### config.mk
export PLATFORM = sky130hd
export DESIGN_NAME = mc_fork_ctrl
export DESIGN_NICKNAME = d
export VERILOG_FILES = /design/src/rtl/mc_fork_ctrl.sv
export SDC_FILE = /design/constraint.sdc
export NUM_CORES = 1
export LEC_CHECK = 0
export ABC_AREA = 1
export ABC_CLOCK_PERIOD_IN_PS = 1900
export BUFFER_PORTS_ARGS = -buffer_cell sky130_fd_sc_hd__buf_2
export CAP_MARGIN = 0
export CORE_ASPECT_RATIO = 0.75
export CORE_UTILIZATION = 49
export DETAILED_ROUTE_END_ITERATION = 6
export GPL_ROUTABILITY_DRIVEN = 1
export PLACE_DENSITY = 0.76
export SYNTH_ARGS = -nofsm -noshare
export SYNTH_HDL_FRONTEND = slang
export SYNTH_SLANG_ARGS = --single-unit
export TNS_END_PERCENT = 20
### constraint.sdc
create_clock -name clk -period 1.9 [get_ports clk]
set_clock_uncertainty 0.2 [all_clocks]
set_input_delay 0.38 -clock clk [delete_from_list [all_inputs] [get_ports clk]]
set_output_delay 0.38 -clock clk [all_outputs]
set_load 0.005 [all_outputs]
### src/rtl/mc_fork_ctrl.sv
// Multicast fork controller. It holds one flit and its residual destination list,
// and emits one copy per granted output port, in carpool or strict mode.
module mc_fork_ctrl #(
  parameter int NUM_PORT       = 5,
  parameter int GRP_W          = 4,
  parameter int DST_LIST_WIDTH = NUM_PORT * GRP_W,
  parameter int DATA_W         = 32,
  parameter int MODE           = 0,
  parameter int MAX_WAIT       = 4
) (
  input  logic                               clk,
  input  logic                               reset,
  input  logic                               in_valid,
  output logic                               in_ready,
  input  logic [DST_LIST_WIDTH-1:0]          in_dst,
  input  logic [DATA_W-1:0]                  in_data,
  output logic [NUM_PORT-1:0]                req_pv,
  input  logic [NUM_PORT-1:0]                gnt,
  output logic [NUM_PORT-1:0]                out_valid,
  output logic [NUM_PORT*DST_LIST_WIDTH-1:0] out_dst,
  output logic [DATA_W-1:0]                  out_data,
  output logic                               busy
);

  localparam int WCNT_W = $clog2(MAX_WAIT + 1);

  typedef enum logic {IDLE, FORK} state_t;

  state_t                             state, state_nxt;
  logic [DST_LIST_WIDTH-1:0]          res, res_nxt, prim_dst;
  logic [DATA_W-1:0]                  data_q;
  logic [WCNT_W-1:0]                  wcnt, wcnt_nxt;
  logic                               esc, esc_nxt;
  logic [NUM_PORT-1:0]                h, prim_oh, valid_nxt;
  logic [NUM_PORT*DST_LIST_WIDTH-1:0] dst_nxt;
  logic                               carpool, load;

  function automatic logic [DST_LIST_WIDTH-1:0] grp_mask(input int p);
    grp_mask = '0;
    grp_mask[p*GRP_W +: GRP_W] = '1;
  endfunction

  assign busy     = (state == FORK);
  assign in_ready = (state == IDLE);
  assign load     = in_valid && in_ready && (in_dst != '0);
  assign carpool  = (MODE == 0) || esc;

  always_comb begin
    for (int p = 0; p < NUM_PORT; p++)
      req_pv[p] = busy && (|res[p*GRP_W +: GRP_W]);
  end

  // Grants are meaningless outside FORK; strict mode honours only productive ports.
  assign h       = !busy ? '0 : (carpool ? gnt : (gnt & req_pv));
  assign prim_oh = h & (~h + NUM_PORT'(1));

  // NOTE: every variable gets a default before the case so no path can infer a latch.
  always_comb begin
    state_nxt = state;
    res_nxt   = res;
    wcnt_nxt  = wcnt;
    esc_nxt   = esc;
    valid_nxt = '0;
    dst_nxt   = '0;
    prim_dst  = res;
    case (state)
      IDLE: begin
        if (load) begin
          state_nxt = FORK;
          res_nxt   = in_dst;
          wcnt_nxt  = '0;
          esc_nxt   = 1'b0;
        end
      end
      FORK: begin
        if (h == '0) begin
          if (wcnt != WCNT_W'(MAX_WAIT)) wcnt_nxt = wcnt + WCNT_W'(1);
          if (wcnt_nxt == WCNT_W'(MAX_WAIT)) esc_nxt = 1'b1;
        end else if (carpool) begin
          // Replicas take their own group; the primary carries everything else.
          for (int p = 0; p < NUM_PORT; p++) begin
            if (h[p] && !prim_oh[p] && ((res & grp_mask(p)) != '0)) begin
              valid_nxt[p] = 1'b1;
              dst_nxt[p*DST_LIST_WIDTH +: DST_LIST_WIDTH] = res & grp_mask(p);
              prim_dst = prim_dst & ~grp_mask(p);
            end
          end
          for (int p = 0; p < NUM_PORT; p++) begin
            if (prim_oh[p]) begin
              valid_nxt[p] = 1'b1;
              dst_nxt[p*DST_LIST_WIDTH +: DST_LIST_WIDTH] = prim_dst;
            end
          end
          res_nxt   = '0;
          wcnt_nxt  = '0;
          esc_nxt   = 1'b0;
          state_nxt = IDLE;
        end else begin
          for (int p = 0; p < NUM_PORT; p++) begin
            if (h[p]) begin
              valid_nxt[p] = 1'b1;
              dst_nxt[p*DST_LIST_WIDTH +: DST_LIST_WIDTH] = res & grp_mask(p);
              res_nxt = res_nxt & ~grp_mask(p);
            end
          end
          wcnt_nxt = '0;
          if (res_nxt == '0) begin
            state_nxt = IDLE;
            esc_nxt   = 1'b0;
          end
        end
      end
      default: state_nxt = IDLE;
    endcase
  end

  // NOTE: sequential state uses non-blocking assignments only, so every register
  // samples its pre-edge inputs regardless of statement order.
  always_ff @(posedge clk) begin
    if (reset) begin
      state     <= IDLE;
      res       <= '0;
      data_q    <= '0;
      wcnt      <= '0;
      esc       <= 1'b0;
      out_valid <= '0;
      out_dst   <= '0;
      out_data  <= '0;
    end else begin
      state     <= state_nxt;
      res       <= res_nxt;
      wcnt      <= wcnt_nxt;
      esc       <= esc_nxt;
      out_valid <= valid_nxt;
      out_dst   <= dst_nxt;
      out_data  <= (valid_nxt != '0) ? data_q : '0;
      if (load) data_q <= in_data;
    end
  end

endmodule
==> flow_summary.ini <==
[status]
status = finished, final reports clean

[synth]
ys_top_cells_by_area = dfxtp_1 64%, nor2_1 13%, inv_1 4.4%
synthCells = 653
yosysTopAreaCell = dfxtp_1
syn_area_sq_um = 5942
syn_avg_cell_area_sq_um = 9.099
ys_warn_count = 0
synth_cell_types = 27
syn-num-nets = 713
yosys.area.top_type_share_pct = 64.01
ys_seq_elements = 190
yosysSeqAreaShare_pct = 64.01

[critical_path]
crit_slowest_cell = dfxtp_1
slowest_delay_ps = 370
arrival_ps = 1310
path_common_cell = inv_1
crit_path_cell_trace = inv_1 -> nand4_1 -> inv_1 -> nor2_1 -> buf_2
required_ps = 1320
critPathMaxFanout = 3
crit_buf_inv = 3
worstSetupEndpointType = primary output
critPathTopFamily = flip-flops
critPathKind = flop to primary output
crit_path_start_kind = flop

[pwr]
sequentialPowerShare_pct = 50.2
power.clock.fraction_pct = 41.6
p_sw_mw = 2.182
internal_power_mw = 6.142
ir_drop_mv = 0.6939
sw_frac_of_total_pct = 26.22
p_comb_share_pct = 8.2
p_per_area_nw_per_um2 = 1065
p_leak_nw = 3.689
finalPower_mw = 8.324

[finish]
final_common_cell = nor2_1
drive_above_1_share_pct = 36.22
areaGrowthSynthToFinish_pct = 31.52
n_antenna_cell = 0
nets = 925
layout_common_cells = 209 x nor2_1, 203 x buf_2, 174 x dfxtp_1, 56 x inv_1, 40 x nand3_1

[sta]
setup_violations = 0
hold_viol = 0
drv_slew = 0
post-route-period-util_pct = 99.28
period_needed_ps = 1886
fmax_ghz = 0.5301
final.setup.worst_slack_ps = 13.69
holdWs_ps = 15.15
tightest_slew_ps = 556.2
rsz0062_at_grt = yes
relSlewSlack_pct = 62.86

[place]
dp_hpwl_mm = 10.38
gp_congestion = 0.7913
pre_cts_ws_ps = -81.41
io_buffers = 203

[route]
drt_wl_total_mm = 14.68
routedWlPerCell_microns = 14.11
drcViolationCount = 0
drtAntennaViolNets = 0
vias = 4869
drt_iter0_drc = 355
firstDrtPassIters = 5
via_per_inst = 4.682

[clock_network]
cts_buffers = 17
root_buffer = clkbuf_16
clk_pin_slew_ps = 70
cts.sinks = 190
cts_buffer_depth = 2
clk_latency_ps = 420
htreeDepth = 4
cts_tree = built

[floorplanning]
num_rows = 34
coreArea_sq_um = 11700
io_pins = 204
start_util_pct = 50.79
die_h_microns = 97.37
chipWidth_microns = 129.2
dieArea_sq_um = 12580

[grt]
gr-total-overflow = 0
grt_max_degree = 33
grt_pass1_wl_mm = 23.02
grt_pass1_vias = 4541
antenna_found_initial = 0
track_usage_pct = 24.19

[worst_hold_path]
hold_class = primary input to flop

[flow_run]
maxCapViolCount = 0
per-layer routing:
metal	vias to the layer above	share of wire (%)	global-route usage, %
met5	-	0	0
met4	0	0.94	6.787
met3	8	7.8	6.883
met2	190	46	37.18
met1	2235	45	33.05
li1	2436	-	-
per-stage QoR:
step | util, % | instance area, sq um | cells | setup TNS (ps)
floorplan | - | 5942 | 653 | 0
global placement | 60.99 | 7136 | 1002 | 0
detailed placement | 60.99 | 7136 | 1002 | -208.1
CTS | 66.51 | 7781 | 1039 | 0
global route | 66.80 | 7815 | 1040 | -82.81
finish | 66.80 | 7815 | 1040 | 0
final timing paths:
check                         start                       to  slack [ps]  cells after the start
max             res[6]$_SDFFE_PP0P_                req_pv[1]          10                      5
min reg2reg  data_q[9]$_SDFFE_PP0P_   out_data[9]$_SDFF_PP0_         220                      2
min                     in_data[31]  data_q[31]$_SDFFE_PP0P_          20                      3
max reg2reg         busy$_SDFF_PP0_   out_dst[82]$_SDFF_PP0_         210                      4
cells in the mapped netlist, drive strengths merged:
cell and count:
nor2 212, dfxtp 190, inv 72, nand3 51
o21ai 36, nand2 27, a21oi 22, buf 21
clkbuf 10, nand4 4, nor3 4, or2 3
a41oi 1
cells by family after synthesis:
family          share of synthesized area (%)
simple gates                            22.43
flops                                   64.01
compound gates                          5.854
buf+inv                                 7.707
power by group through the flow:
stage	Combinational, mW	Clock [mW]	Sequential [mW]
after global placement	0.644	0	4.26
after floorplan	0.427	0	4.26
after global routing	0.762	3.71	4.20
after detailed placement	0.654	0	4.27
final	0.684	3.46	4.18
after CTS	0.672	3.50	4.18
registers in the layout, summed over array words and instances (netlist names):
signal and count:
out_dst 100, out_data 32, res 20, data_q 32
out_valid 5, busy 1
worst min-delay path, delay by kind of cell:
family          cells  cell delay [ps]
buf+inv             1               70
compound gates      1               70
simple gates        1               70
layout make-up:
cell class | instances | area (sq um)
repair buffers | 223 | 1226
inverters | 72 | 270.3
clock inverters | 15 | 165.2
clock buffers | 17 | 425.4
well taps | 162 | 202.7
fillers | 947 | 3884
flip-flops and latches | 190 | 3826
multi-input cells | 361 | 1699
timing repair:
action / CTS / global route
resized for setup: 8 / 24
buffers inserted: 1 / 0
gates cloned: 0 / 1
endpoints found under the hold margin: 4 / 0
pin swaps: 1 / 4
hold buffers: 4 / 0
endpoints found under the setup margin: 19 / 21
No activity file was read; power rests on OpenSTA's default activity.
